File: config.mk
export PLATFORM = sky130hd
export DESIGN_NAME = shift_8x64_tap_reader_flat
export DESIGN_NICKNAME = d
export VERILOG_FILES = /design/src/rtl/shift_8x64_tap_reader_if.sv /design/src/rtl/shift_8x64_tap_reader.sv /design/src/flat_wrapper.sv
export SDC_FILE = /design/constraint.sdc
export NUM_CORES = 1
export LEC_CHECK = 0
export BUFFER_PORTS_ARGS = -buffer_cell sky130_fd_sc_hd__buf_2
export CORE_MARGIN = 2
export CORE_UTILIZATION = 35
export CTS_CLUSTER_DIAMETER = 60
export DETAILED_ROUTE_END_ITERATION = 8
export GPL_TIMING_DRIVEN = 0
export PLACE_DENSITY = 0.5
export SYNTH_ARGS = -nofsm -noshare
export SYNTH_HDL_FRONTEND = slang
export SYNTH_SLANG_ARGS = --single-unit
File: constraint.sdc
create_clock -name clk -period 6.28 [get_ports clk]
set_input_delay 1.256 -clock clk [delete_from_list [all_inputs] [get_ports clk]]
set_output_delay 1.256 -clock clk [all_outputs]
set_load 0.01 [all_outputs]
File: src/rtl/shift_8x64_tap_reader_if.sv
// Bus bundle for the 8x64 tap reader: shift port, burst request channel, response channel, status.
interface shift_8x64_tap_reader_if;
  logic       shift;
  logic       shift_ready;
  logic [7:0] sr_in;
  logic       req_valid;
  logic       req_ready;
  logic [5:0] tap_sel;
  logic [2:0] req_len;
  logic       rsp_valid;
  logic       rsp_ready;
  logic [7:0] rsp_data;
  logic       rsp_err;
  logic       rsp_last;
  logic [6:0] fill;
  logic       overrun;

  modport master (
    output shift, sr_in, req_valid, tap_sel, req_len, rsp_ready,
    input  shift_ready, req_ready, rsp_valid, rsp_data, rsp_err, rsp_last, fill, overrun
  );

  modport slave (
    input  shift, sr_in, req_valid, tap_sel, req_len, rsp_ready,
    output shift_ready, req_ready, rsp_valid, rsp_data, rsp_err, rsp_last, fill, overrun
  );
endinterface

File: src/rtl/shift_8x64_tap_reader.sv
// 64-deep, 8-bit circular shift register with a burst tap reader.
// Tap 0 is the newest sample; shifts arriving during a burst are dropped and flagged as overrun.
module shift_8x64_tap_reader (
  input logic                     clk,
  input logic                     rst,
  shift_8x64_tap_reader_if.slave  bus
);
  typedef enum logic {IDLE, BURST} state_t;

  state_t     state_q;
  logic [7:0] mem_q [64];
  logic [5:0] wp_q, baseWp_q, tap_q;
  logic [6:0] fill_q, baseFill_q;
  logic [2:0] len_q, beat_q;
  logic       overrun_q, rspErr_q, rspLast_q;
  logic [7:0] rspData_q;

  logic       shiftAcc, reqAcc;
  logic [5:0] lkWp, lkAddr;
  logic [6:0] lkFill, lkTap;
  logic [2:0] lkBeat, lkLen;
  logic       lkErr, lkLast;
  logic [7:0] lkData;

  assign shiftAcc = bus.shift && (state_q == IDLE);
  assign reqAcc   = bus.req_valid && (state_q == IDLE) && !bus.shift;

  assign bus.shift_ready = (state_q == IDLE);
  assign bus.req_ready   = (state_q == IDLE) && !bus.shift;
  assign bus.rsp_valid   = (state_q == BURST);
  assign bus.rsp_data    = rspData_q;
  assign bus.rsp_err     = rspErr_q;
  assign bus.rsp_last    = rspLast_q;
  assign bus.fill        = fill_q;
  assign bus.overrun     = overrun_q;

  // Resolves the beat to be registered at the next edge: beat 0 of a new request
  // while idle, otherwise the following beat of the latched burst.
  always_comb begin
    lkWp   = wp_q;
    lkFill = fill_q;
    lkBeat = 3'd0;
    lkLen  = bus.req_len;
    lkTap  = {1'b0, bus.tap_sel};
    if (state_q == BURST) begin
      lkWp   = baseWp_q;
      lkFill = baseFill_q;
      lkBeat = beat_q + 3'd1;
      lkLen  = len_q;
      lkTap  = {1'b0, tap_q} + {4'b0000, lkBeat};
    end
    lkAddr = lkWp - 6'd1 - lkTap[5:0];
    lkErr  = lkTap[6] || (lkTap >= lkFill);
    lkData = lkErr ? 8'h00 : mem_q[lkAddr];
    lkLast = (lkBeat == lkLen);
  end

  // Sample storage carries no reset; fill=0 marks every tap invalid instead.
  always_ff @(posedge clk) begin
    if (shiftAcc) mem_q[wp_q] <= bus.sr_in;
  end

  always_ff @(posedge clk or posedge rst) begin
    if (rst) begin
      state_q    <= IDLE;
      wp_q       <= 6'd0;
      fill_q     <= 7'd0;
      overrun_q  <= 1'b0;
      baseWp_q   <= 6'd0;
      baseFill_q <= 7'd0;
      tap_q      <= 6'd0;
      len_q      <= 3'd0;
      beat_q     <= 3'd0;
      rspData_q  <= 8'h00;
      rspErr_q   <= 1'b0;
      rspLast_q  <= 1'b0;
    end else begin
      if (shiftAcc) begin
        wp_q <= wp_q + 6'd1;
        if (fill_q != 7'd64) fill_q <= fill_q + 7'd1;
      end
      if (bus.shift && (state_q != IDLE)) overrun_q <= 1'b1;

      case (state_q)
        IDLE: begin
          if (reqAcc) begin
            state_q    <= BURST;
            baseWp_q   <= wp_q;
            baseFill_q <= fill_q;
            tap_q      <= bus.tap_sel;
            len_q      <= bus.req_len;
            beat_q     <= 3'd0;
            rspData_q  <= lkData;
            rspErr_q   <= lkErr;
            rspLast_q  <= lkLast;
          end
        end
        BURST: begin
          if (bus.rsp_ready) begin
            if (rspLast_q) begin
              state_q   <= IDLE;
              rspLast_q <= 1'b0;
            end else begin
              beat_q    <= lkBeat;
              rspData_q <= lkData;
              rspErr_q  <= lkErr;
              rspLast_q <= lkLast;
            end
          end
        end
        default: state_q <= IDLE;
      endcase
    end
  end
endmodule

File: src/flat_wrapper.sv
// flat-port wrapper written by rule: the top's interface ports become plain ports
module shift_8x64_tap_reader_flat 
  (clk, rst, bus_shift, bus_sr_in, bus_req_valid, bus_tap_sel, bus_req_len, bus_rsp_ready, bus_shift_ready, bus_req_ready, bus_rsp_valid, bus_rsp_data, bus_rsp_err, bus_rsp_last, bus_fill, bus_overrun);
  shift_8x64_tap_reader_if bus_i ();
  input logic clk;
  input logic rst;
  input wire logic [$bits(bus_i.shift)-1:0] bus_shift;
  input wire logic [$bits(bus_i.sr_in)-1:0] bus_sr_in;
  input wire logic [$bits(bus_i.req_valid)-1:0] bus_req_valid;
  input wire logic [$bits(bus_i.tap_sel)-1:0] bus_tap_sel;
  input wire logic [$bits(bus_i.req_len)-1:0] bus_req_len;
  input wire logic [$bits(bus_i.rsp_ready)-1:0] bus_rsp_ready;
  output wire logic [$bits(bus_i.shift_ready)-1:0] bus_shift_ready;
  output wire logic [$bits(bus_i.req_ready)-1:0] bus_req_ready;
  output wire logic [$bits(bus_i.rsp_valid)-1:0] bus_rsp_valid;
  output wire logic [$bits(bus_i.rsp_data)-1:0] bus_rsp_data;
  output wire logic [$bits(bus_i.rsp_err)-1:0] bus_rsp_err;
  output wire logic [$bits(bus_i.rsp_last)-1:0] bus_rsp_last;
  output wire logic [$bits(bus_i.fill)-1:0] bus_fill;
  output wire logic [$bits(bus_i.overrun)-1:0] bus_overrun;
  assign bus_i.shift = bus_shift;
  assign bus_i.sr_in = bus_sr_in;
  assign bus_i.req_valid = bus_req_valid;
  assign bus_i.tap_sel = bus_tap_sel;
  assign bus_i.req_len = bus_req_len;
  assign bus_i.rsp_ready = bus_rsp_ready;
  assign bus_shift_ready = bus_i.shift_ready;
  assign bus_req_ready = bus_i.req_ready;
  assign bus_rsp_valid = bus_i.rsp_valid;
  assign bus_rsp_data = bus_i.rsp_data;
  assign bus_rsp_err = bus_i.rsp_err;
  assign bus_rsp_last = bus_i.rsp_last;
  assign bus_fill = bus_i.fill;
  assign bus_overrun = bus_i.overrun;
  shift_8x64_tap_reader u_core (.clk(clk), .rst(rst), .bus(bus_i));
endmodule
### Word level (Yosys, flattened, before mapping)

Memory sizes are Yosys's and may differ from the RTL's.
Cells that the tools add are included.

| word-level totals | value |
|---|---|
| bits of input ports | 22 |
| word-level logic and storage cells | 65 |
| memories | 1 |
| bits in registers | 50 |
| bits in writable memories | 512 |
| output and inout bits | 21 |

| operators by class | value |
|---|---|
| magnitude comparators | 1 |
| multiplexer cells | 28 |
| equality and inequality tests | 5 |
| reduce and logical (&&, ||, !) cells | 11 |
| bitwise operators | 1 |
| add/sub/neg operators | 6 |

Memory list:

| name | depth | width | rd ports | clocked after Yosys merged registers in | wr ports | line | text |
|---|---|---|---|---|---|---|---|
| u_core.mem_q | 64 | 8 | 1 | 0 | 1 | shift_8x64_tap_reader.sv:11 | `logic [7:0] mem_q [64];` |

Operators with widths:

| kind | number |
|---|---|
| two-way mux 8 bit | 4 |
| one-hot mux 8 bit (2 select lines) | 1 |
| two-way mux 3 bit | 5 |
| two-way mux 7 bit | 2 |
| two-way mux 1 bit | 11 |
| adder 6 x 3 -> 7 bit | 1 |
| adder 7 x 1 -> 7 bit, second input constant | 1 |
| >= comparator 7 bit | 1 |
| inequality test 7 bit, second input constant | 1 |
| adder 6 x 1 -> 6 bit, second input constant | 1 |
| two-way mux 6 bit | 1 |
| one-hot mux 1 bit (2 select lines) | 3 |
| one-hot mux 3 bit (2 select lines) | 1 |
| AND reduction 2 bit | 3 |
| subtractor 6 x 1 -> 6 bit, second input constant | 1 |
| subtractor 6 bit | 1 |
| logical AND 1 bit | 5 |
| inequality test 2 bit, second input constant | 2 |
| adder 3 x 1 -> 3 bit, second input constant | 1 |
| == test 3 bit | 1 |
| AND reduction 3 bit | 1 |
| inequality test 2 x 1 -> 1 bit, second input constant | 1 |
| zero test 1 bit | 1 |
| logical OR 1 bit | 1 |
| NOT 1 bit | 1 |

### Longest topological paths before layout

Gate-level depths: netlist of the first run.

| depth | value |
|---|---|
| depth in word-level cells | 9 |
| gate-level depth with buffers | 18 |
| mapped depth without buffers | 15 |

### Worst setup path before layout of the first run

Ideal clock, no wire load.

| timing | value |
|---|---|
| path kind | reg-to-reg |
| start | register u_core.beat_q[0] |
| end | register u_core.rspData_q[0] (netlist: u_core.bus.rsp_data[0]) |
| setup slack | 2.406 ns |
| period minus slack after synthesis | 3.874 ns |
| buffers on the path | 2 |
| library setup time | 0.126 ns |
| stages on the path, launching flop included | 17 |
| required time | 6.154 ns |
| arrival | 3.748 ns |
| cells stage by stage | dfrtp_1 > ha_1 > xor2_1 > ha_1 > and4bb_1 > a221o_1 > a311oi_2 > ha_1 > a21oi_1 > nand2_1 > xor2_2 > buf_4 > buf_6 > mux2_2 > o22ai_1 > a221oi_1 > a221o_1 |

| on the way | value |
|---|---|
| longest elaborated chain between the ends | 9 |
| elaborated cells between the ends (all ways) | 12 |
| those cells by class | add/sub (3); order compare (1); mux (6); reduce/logical (1); memory (1) |

Ends and longest elaborated chain:

| what | line | text |
|---|---|---|
| from (decl) | shift_8x64_tap_reader.sv:14 | `logic [2:0] len_q, beat_q;` |
| from (signal assigned) | shift_8x64_tap_reader.sv:104 | `beat_q <= lkBeat;` |
| adder 3 x 1 -> 3 bit (*) | shift_8x64_tap_reader.sv:48 | `lkBeat = beat_q + 3'd1;` |
| adder 6 x 3 -> 7 bit (*) | shift_8x64_tap_reader.sv:50 | `lkTap = {1'b0, tap_q} + {4'b0000, lkBeat};` |
| two-way mux 7 bit (*) | shift_8x64_tap_reader.sv:45 | `if (state_q == BURST) begin` |
| subtractor 6 bit or >= comparator 7 bit (tied branches) | shift_8x64_tap_reader.sv:52, shift_8x64_tap_reader.sv:53 |  |
| memory (64 x 8 bit) or logical OR 1 bit (tied branches) | -- |  |
| two-way mux 8 bit (*) | shift_8x64_tap_reader.sv:54 | `lkData = lkErr ? 8'h00 : mem_q[lkAddr];` |
| two-way mux 8 bit | shift_8x64_tap_reader.sv:100 | `if (rspLast_q) begin` |
| two-way mux 8 bit | shift_8x64_tap_reader.sv:99 | `if (bus.rsp_ready) begin` |
| one-hot mux 8 bit (2 select lines) (*) | shift_8x64_tap_reader.sv:84 | `case (state_q)` |
| to (signal assigned) | shift_8x64_tap_reader.sv:93 | `rspData_q <= lkData;` |
| to (signal assigned) | shift_8x64_tap_reader.sv:105 | `rspData_q <= lkData;` |
| to (decl) | shift_8x64_tap_reader.sv:16 | `logic [7:0] rspData_q;` |

Every way passes the cells marked *; elsewhere a longest branch is shown, timed or not. The select of a mux whose other input is x is not followed.
A chain may end at the register's enable or synchronous reset.

### Final worst setup path of the first run

| timing | value |
|---|---|
| start | register u_core.state_q (netlist: u_core.bus.rsp_valid) |
| end | register u_core.rspData_q[4] (netlist: u_core.bus.rsp_data[4]) |

| on the way | value |
|---|---|
| longest elaborated chain between the ends | 8 |
| elaborated cells between the ends (all ways) | 20 |
| those cells by class | add/sub (2); order compare (1); eq/ne (3); mux (8); bitwise (1); reduce/logical (4); memory (1) |

Ends and longest elaborated chain:

| what | line | text |
|---|---|---|
| from (decl) | shift_8x64_tap_reader.sv:10 | `state_t state_q;` |
| from (signal assigned) | shift_8x64_tap_reader.sv:65 | `state_q <= IDLE;` |
| from (signal assigned) | shift_8x64_tap_reader.sv:87 | `state_q <= BURST;` |
| from (signal assigned) | shift_8x64_tap_reader.sv:101 | `state_q <= IDLE;` |
| two-way mux 6 bit | shift_8x64_tap_reader.sv:45 |  |
| subtractor 6 x 1 -> 6 bit | shift_8x64_tap_reader.sv:52 | `lkAddr = lkWp - 6'd1 - lkTap[5:0];` |
| subtractor 6 bit | shift_8x64_tap_reader.sv:52 |  |
| memory (64 x 8 bit) | -- |  |
| two-way mux 8 bit | shift_8x64_tap_reader.sv:54 |  |
| two-way mux 8 bit | shift_8x64_tap_reader.sv:100 |  |
| two-way mux 8 bit | shift_8x64_tap_reader.sv:99 |  |
| one-hot mux 8 bit (2 select lines) | shift_8x64_tap_reader.sv:84 |  |

Parallel ways exist; a longest one is shown, timed or not. The select of a mux whose other input is x is not followed.

==> flow_summary.json, run 1 <==
{
  "run_status": "finished clean",
  "worstPathArrival_ps": 5870,
  "timing.clock.skew_ps": 42.8,
  "min_period_over_period": 0.857,
  "syn_inst": 1207,
  "fin_crit_ps": 5380,
  "slew_violations": 0,
  "slowest_delay_ps": 790,
  "post-dp-hpwl_mm": 37.0,
  "regArea_sq_um": 16600,
  "dieWidth_microns": 259,
  "clock.fmax_mhz": 186,
  "design.final.nets": 1356,
  "num_io_pins": 43,
  "worstSkewPairLatency_ps": 650,
  "yosysSeqAreaShare": 0.732,
  "drt_wl_total_mm": 58.5,
  "postLayoutCoreUtil": 0.404,
  "critical_path.slowest_cell": "sky130_fd_sc_hd__clkbuf_1",
  "synthesis.yosys.warnings": 0,
  "share_of_cells_above_drive_strength_1": 0.245,
  "syn-num-nets": 1249,
  "num-fill-cells": 5815,
  "final_weighted_congestion_of_routability_driven_global_placement": 0.829,
  "clkTransAtPathRegs_ps": 60,
  "hold_path_class": "register to register",
  "worstMarginPinSlew_ps": 1370,
  "grt_max_degree": 65,
  "worstPathMaxFanout": 10,
  "path_common_cell": "sky130_fd_sc_hd__buf_2",
  "setup_viol_count_final": 0,
  "drt_first_pass_iters": 5,
  "postRouteAntennaNets": 0,
  "cts.hold.buffers_added": 0,
  "hold_viol": 0,
  "clk_root_buffer_cell": "sky130_fd_sc_hd__clkbuf_16",
  "die_height_microns": 259,
  "grt-ovfl-total": 0,
  "vias": 11524,
  "timing.critical_path.required_ps": 6770,
  "mostFrequentLayoutCells": "512 x sky130_fd_sc_hd__edfxtp_1, 130 x sky130_fd_sc_hd__nand2_1, 128 x sky130_fd_sc_hd__mux4_2",
  "grt_setup_unrepaired": "false",
  "max-clock-path-buffers": 3,
  "synth.ff_latch_count": 562,
  "detail_route.wl_per_cell_microns": 26.4,
  "cts_post_setup_buffers_inserted": 0,
  "most_common_library_cell_in_the_layout_ignoring_fill_and_taps": "sky130_fd_sc_hd__edfxtp_1",
  "buffer_ports.inserted": 42,
  "number_of_sinks_handled_by_clock_tree_synthesis": 562,
  "postSynthAreaPerCell_sq_um": 18.8,
  "tns_ps": 0,
  "synth-edff-count": 512,
  "placement_rows": 93,
  "syn2layout_area_growth_pct": 14.3,
  "cts_repair_resize_count": 0,
  "async_reset_ff_frac": 0.0890,
  "route.detailed.vias_per_inst": 5.20,
  "synth_cell_type_count": 57,
  "drc_errors": 0,
  "cts_max_level": 2,
  "multi_input_comb_area_sq_um": 5750,
  "ys_flop_type": "sky130_fd_sc_hd__edfxtp_1",
  "tritoncts": "yes",
  "placeableCoreArea_sq_um": 64300,
  "critPathCaptureType": "register",
  "antenna_cells_inserted": 0,
  "worst_slew_margin_rel": 0.0872,
  "first_pass_grt_wire_length_mm": 85.3,
  "crit_chain": "buf_2 -> buf_1 -> mux2i_1 -> ha_1 -> fa_1 -> buf_2 -> buf_2 -> clkbuf_1 -> mux4_2 -> mux2i_1 -> a221oi_1 -> a221o_1",
  "timing.max_cap.violations": 0,
  "detail_route.iter0.violations": 1101,
  "via_count_of_the_first_global_routing_pass": 11913,
  "antenna_found_initial": 1,
  "cts_made_buffers": 60,
  "critical_path_class": "register to register",
  "die_area_sq_um": 67000,
  "cp-start-kind": "register",
  "grt_use_total": 0.178,
  "initial_core_util": 0.353,
  "syn-cell-area_sq_um": 22700
}
-- critical path, delay by kind of cell (launching register included) --
kind | cells | cell delay (ps)
compound gates | 2 | 500
fa+ha+maj | 2 | 910
buf+inv | 5 | 2320
flops | 1 | 440
mux | 3 | 1050
-- layer usage --
metal	vias up	share of wire	track usage
met2	315	0.46	0.278
met1	6115	0.47	0.262
met5	-	0	0
li1	5022	-	-
met3	72	0.052	0.0263
met4	0	0.019	0.0442
-- metrics by stage --
| step | hold slack (ps) | setup WS, ps | std cells | cell area (sq um) |
|---|---|---|---|---|
| final | 451 | 896 | 2218 | 26000 |
| after global routing | 472 | 681 | 2218 | 26000 |
| after CTS | 453 | 835 | 2216 | 25900 |
| after detailed placement | 441 | 844 | 2105 | 24000 |
| after global placement | 435 | 887 | 2104 | 24000 |
| after floorplan | 440 | 2410 | 1207 | 22700 |
-- synth_stat cells, drive strengths merged (9+ instances only) --
cell | n | share of area
mux2i | 22 | 0.0097
xnor2 | 15 | 0.0061
mux4 | 128 | 0.13
edfxtp | 512 | 0.68
inv | 13 | 0.0021
o22ai | 16 | 0.0044
mux2 | 39 | 0.019
nor2 | 79 | 0.013
nand2 | 130 | 0.021
ha | 18 | 0.0099
clkbuf | 23 | 0.0038
dfrtp | 50 | 0.055
o21ai | 15 | 0.0035
a21oi | 24 | 0.0053
buf | 35 | 0.0091
a221o | 9 | 0.0040
xor2 | 11 | 0.0052
-- flip-flops by register name, summed over array words and instances (netlist names), 3 cells and up --
name,count
u_core.tap_q,6
u_core.wp_q,6
u_core.baseFill_q,7
u_core.bus.fill,7
u_core.beat_q,3
u_core.bus.rsp_data,8
u_core.len_q,3
u_core.baseWp_q,6
u_core.mem_q,512
-- cell families (layout without fill, tap and decap cells) --
logic type / Yosys count / after routing / synth area share
buffers and inverters: 71 / 227 / 0.0150
adder cells (fa/ha/maj): 21 / 21 / 0.0121
AND/OR/NAND/NOR: 247 / 247 / 0.0454
flip-flops: 562 / 562 / 0.732
AO/OA/AOI/OAI: 91 / 91 / 0.0283
XOR/XNOR: 26 / 26 / 0.0113
multiplexers: 189 / 189 / 0.156
-- layout make-up --
class	count	area share
timing repair buffer	45	0.0104
inverter	13	0.00188
clock inverter	37	0.0129
clock buffer	74	0.0607
tap	855	0.0412
buffer	58	0.0113
multi-input combinational	574	0.221
sequential	562	0.640
-- final timing paths --
| path | startpoint | end | slack (ps) | cells past startpoint |
|---|---|---|---|---|
| hold reg to reg | u_core.bus.overrun$_DFFE_PP0P_ | u_core.bus.overrun$_DFFE_PP0P_ | 450 | 1 |
| min in group asynchronous | rst | u_core.wp_q[3]$_DFFE_PP0P_ | 590 | 2 |
| setup / recovery | u_core.bus.rsp_valid$_DFF_PP0_ | u_core.bus.rsp_data[4]$_DFFE_PP0P_ | 900 | 12 |
| setup reg to reg | u_core.bus.rsp_valid$_DFF_PP0_ | u_core.bus.rsp_data[4]$_DFFE_PP0P_ | 900 | 12 |
| max in group asynchronous | rst | u_core.len_q[1]$_DFFE_PP0P_ | 5140 | 3 |
| hold / removal | u_core.bus.overrun$_DFFE_PP0P_ | u_core.bus.overrun$_DFFE_PP0P_ | 450 | 1 |
Power of run 1 is not shown: default switching activity piles up to over one toggle a cycle in this logic, so the estimate is an artifact.
==> run 2: changes to the inputs <==
==> constraint.sdc (replaced) <==
create_clock -name clk -period 5.2 [get_ports clk]
set_input_delay 1.04 -clock clk [delete_from_list [all_inputs] [get_ports clk]]
set_output_delay 1.04 -clock clk [all_outputs]
set_load 0.01 [all_outputs]
==> run 2 against run 1 <==
Worst hold slack got worse by 75 ps. Flip-flop and latch count is the same. Register-to-register slack lost 650 ps.
==> flow_summary.json, run 2 (synthesis results as in run 1) <==
{
  "route.detailed.vias_per_inst": 5.22,
  "detail_route.wl_per_cell_microns": 26.4,
  "slew_violations": 0,
  "cts_max_level": 2,
  "num_io_pins": 43,
  "clk_root_buffer_cell": "sky130_fd_sc_hd__clkbuf_16",
  "die_area_sq_um": 67000,
  "timing.critical_path.required_ps": 5690,
  "critical_path_class": "register to register",
  "worstPathArrival_ps": 5450,
  "share_of_cells_above_drive_strength_1": 0.249,
  "worstMarginPinSlew_ps": 1390,
  "tritoncts": "yes",
  "timing.max_cap.violations": 0,
  "final_weighted_congestion_of_routability_driven_global_placement": 0.829,
  "grt_max_degree": 65,
  "mostFrequentLayoutCells": "512 x sky130_fd_sc_hd__edfxtp_1, 130 x sky130_fd_sc_hd__nand2_1, 128 x sky130_fd_sc_hd__mux4_2",
  "dieWidth_microns": 259,
  "cts_made_buffers": 60,
  "worst_path_dominant_cell_family": "adder cells",
  "critPathCaptureType": "register",
  "run_status": "finished clean",
  "critical_path.slowest_cell": "sky130_fd_sc_hd__buf_1",
  "via_count_of_the_first_global_routing_pass": 11896,
  "placeableCoreArea_sq_um": 64300,
  "placement_rows": 93,
  "worst_slew_margin_rel": 0.0735,
  "die_height_microns": 259,
  "clkTransAtPathRegs_ps": 60,
  "fin_crit_ps": 4960,
  "drc_errors": 0,
  "postRouteAntennaNets": 0,
  "max-clock-path-buffers": 3,
  "syn2layout_area_growth_pct": 14.3,
  "initial_core_util": 0.353,
  "grt_use_total": 0.178,
  "regMostFlops": "u_core.mem_q",
  "largest_register_ff_count": 512,
  "first_pass_grt_wire_length_mm": 85.3,
  "timing.clock.skew_ps": 42.5,
  "worstSkewPairLatency_ps": 650,
  "holdWs_ps": 376,
  "r2r_slack_ps": 240,
  "slowest_delay_ps": 700,
  "most_common_library_cell_in_the_layout_ignoring_fill_and_taps": "sky130_fd_sc_hd__edfxtp_1",
  "detail_route.iter0.violations": 1050,
  "crit_chain": "ha_1 -> inv_1 -> fa_1 -> a21oi_1 -> inv_1 -> fa_1 -> buf_2 -> buf_1 -> mux4_2 -> mux2_2 -> o22ai_1 -> a2111oi_1 -> a221o_1",
  "worst_r2r_startpoint": "u_core.beat_q[0]$_DFFE_PP0P_",
  "cp_num_cells": 13,
  "hold_path_class": "input port to async pin",
  "drt_wl_total_mm": 58.6,
  "buffer_ports.inserted": 42,
  "drt_first_pass_iters": 5,
  "number_of_sinks_handled_by_clock_tree_synthesis": 562,
  "clock.fmax_mhz": 202,
  "vias": 11579,
  "cp-start-kind": "register",
  "design.final.nets": 1354,
  "antenna_found_initial": 1,
  "post-dp-hpwl_mm": 37.0,
  "hold_viol": 0,
  "cts_post_setup_buffers_inserted": 0,
  "timing.reg2reg.worst_path_depth": 13,
  "setup_viol_count_final": 0,
  "worst-path-buf-inv": 4,
  "grt_setup_unrepaired": "false",
  "grt-ovfl-total": 0,
  "worstPathMaxFanout": 10,
  "crit_path_start": "u_core.beat_q[0]$_DFFE_PP0P_",
  "min_period_over_period": 0.953
}
[run 2: cell count changes in the layout (fill, tap and decap cells not counted), sizes merged]
cell / previous run / this run
clkbuf: 97 / 98
buf: 80 / 77
diode: 0 / 1
[run 2: worst register-to-register path: cells and delay by family, from the launching register on]
family / cells / cell delay [ps]
AOI/OAI and AO/OA: 4 / 1000
buffers and inverters: 4 / 1290
adders and majority gates: 3 / 1350
muxes: 2 / 790
DFF: 1 / 430
[run 2: final cells by class]
class	count	area [sq um]
clock inverter	37	335
clock buffer	74	1580
buffer	57	299
multi-input combinational	574	5750
tap	855	1070
sequential	562	16600
fill	5820	38400
timing repair buffer	44	253
inverter	13	48.8
antenna	1	2.50
[run 2: metal layers]
metal  up-vias  part of all wire  track usage
met2       324              0.46        0.277
met1      6156              0.47        0.264
met3        69             0.049       0.0255
li1       5030                 -            -
met5         -                 0            0
met4         0             0.019       0.0442
[run 2: final timing paths]
kind	end
min	u_core.wp_q[3]$_DFFE_PP0P_
max in group asynchronous	u_core.bus.rsp_data[7]$_DFFE_PP0P_
max reg2reg	u_core.bus.rsp_data[1]$_DFFE_PP0P_
min in group clk	u_core.bus.overrun$_DFFE_PP0P_
min reg2reg	u_core.bus.overrun$_DFFE_PP0P_
max	u_core.bus.rsp_data[1]$_DFFE_PP0P_
[run 2: repair_timing]
action	CTS	global route
hold buffers	0	0
endpoints found under the setup margin	8	5
resized for setup	2	9
[run 2: per-stage QoR]
stage	area, sq um	utilization	std cells	TNS, ps	setup WS [ps]
after detailed placement	24000	0.373	2105	-936	-236
after floorplan	22700	-	1207	0	1330
after global routing	26000	0.403	2216	0	9.95
after global placement	24000	0.373	2104	-678	-193
after CTS	25900	0.403	2215	0	12.3
final	26000	0.403	2217	0	243
Power of run 2 is left out for the same reason.
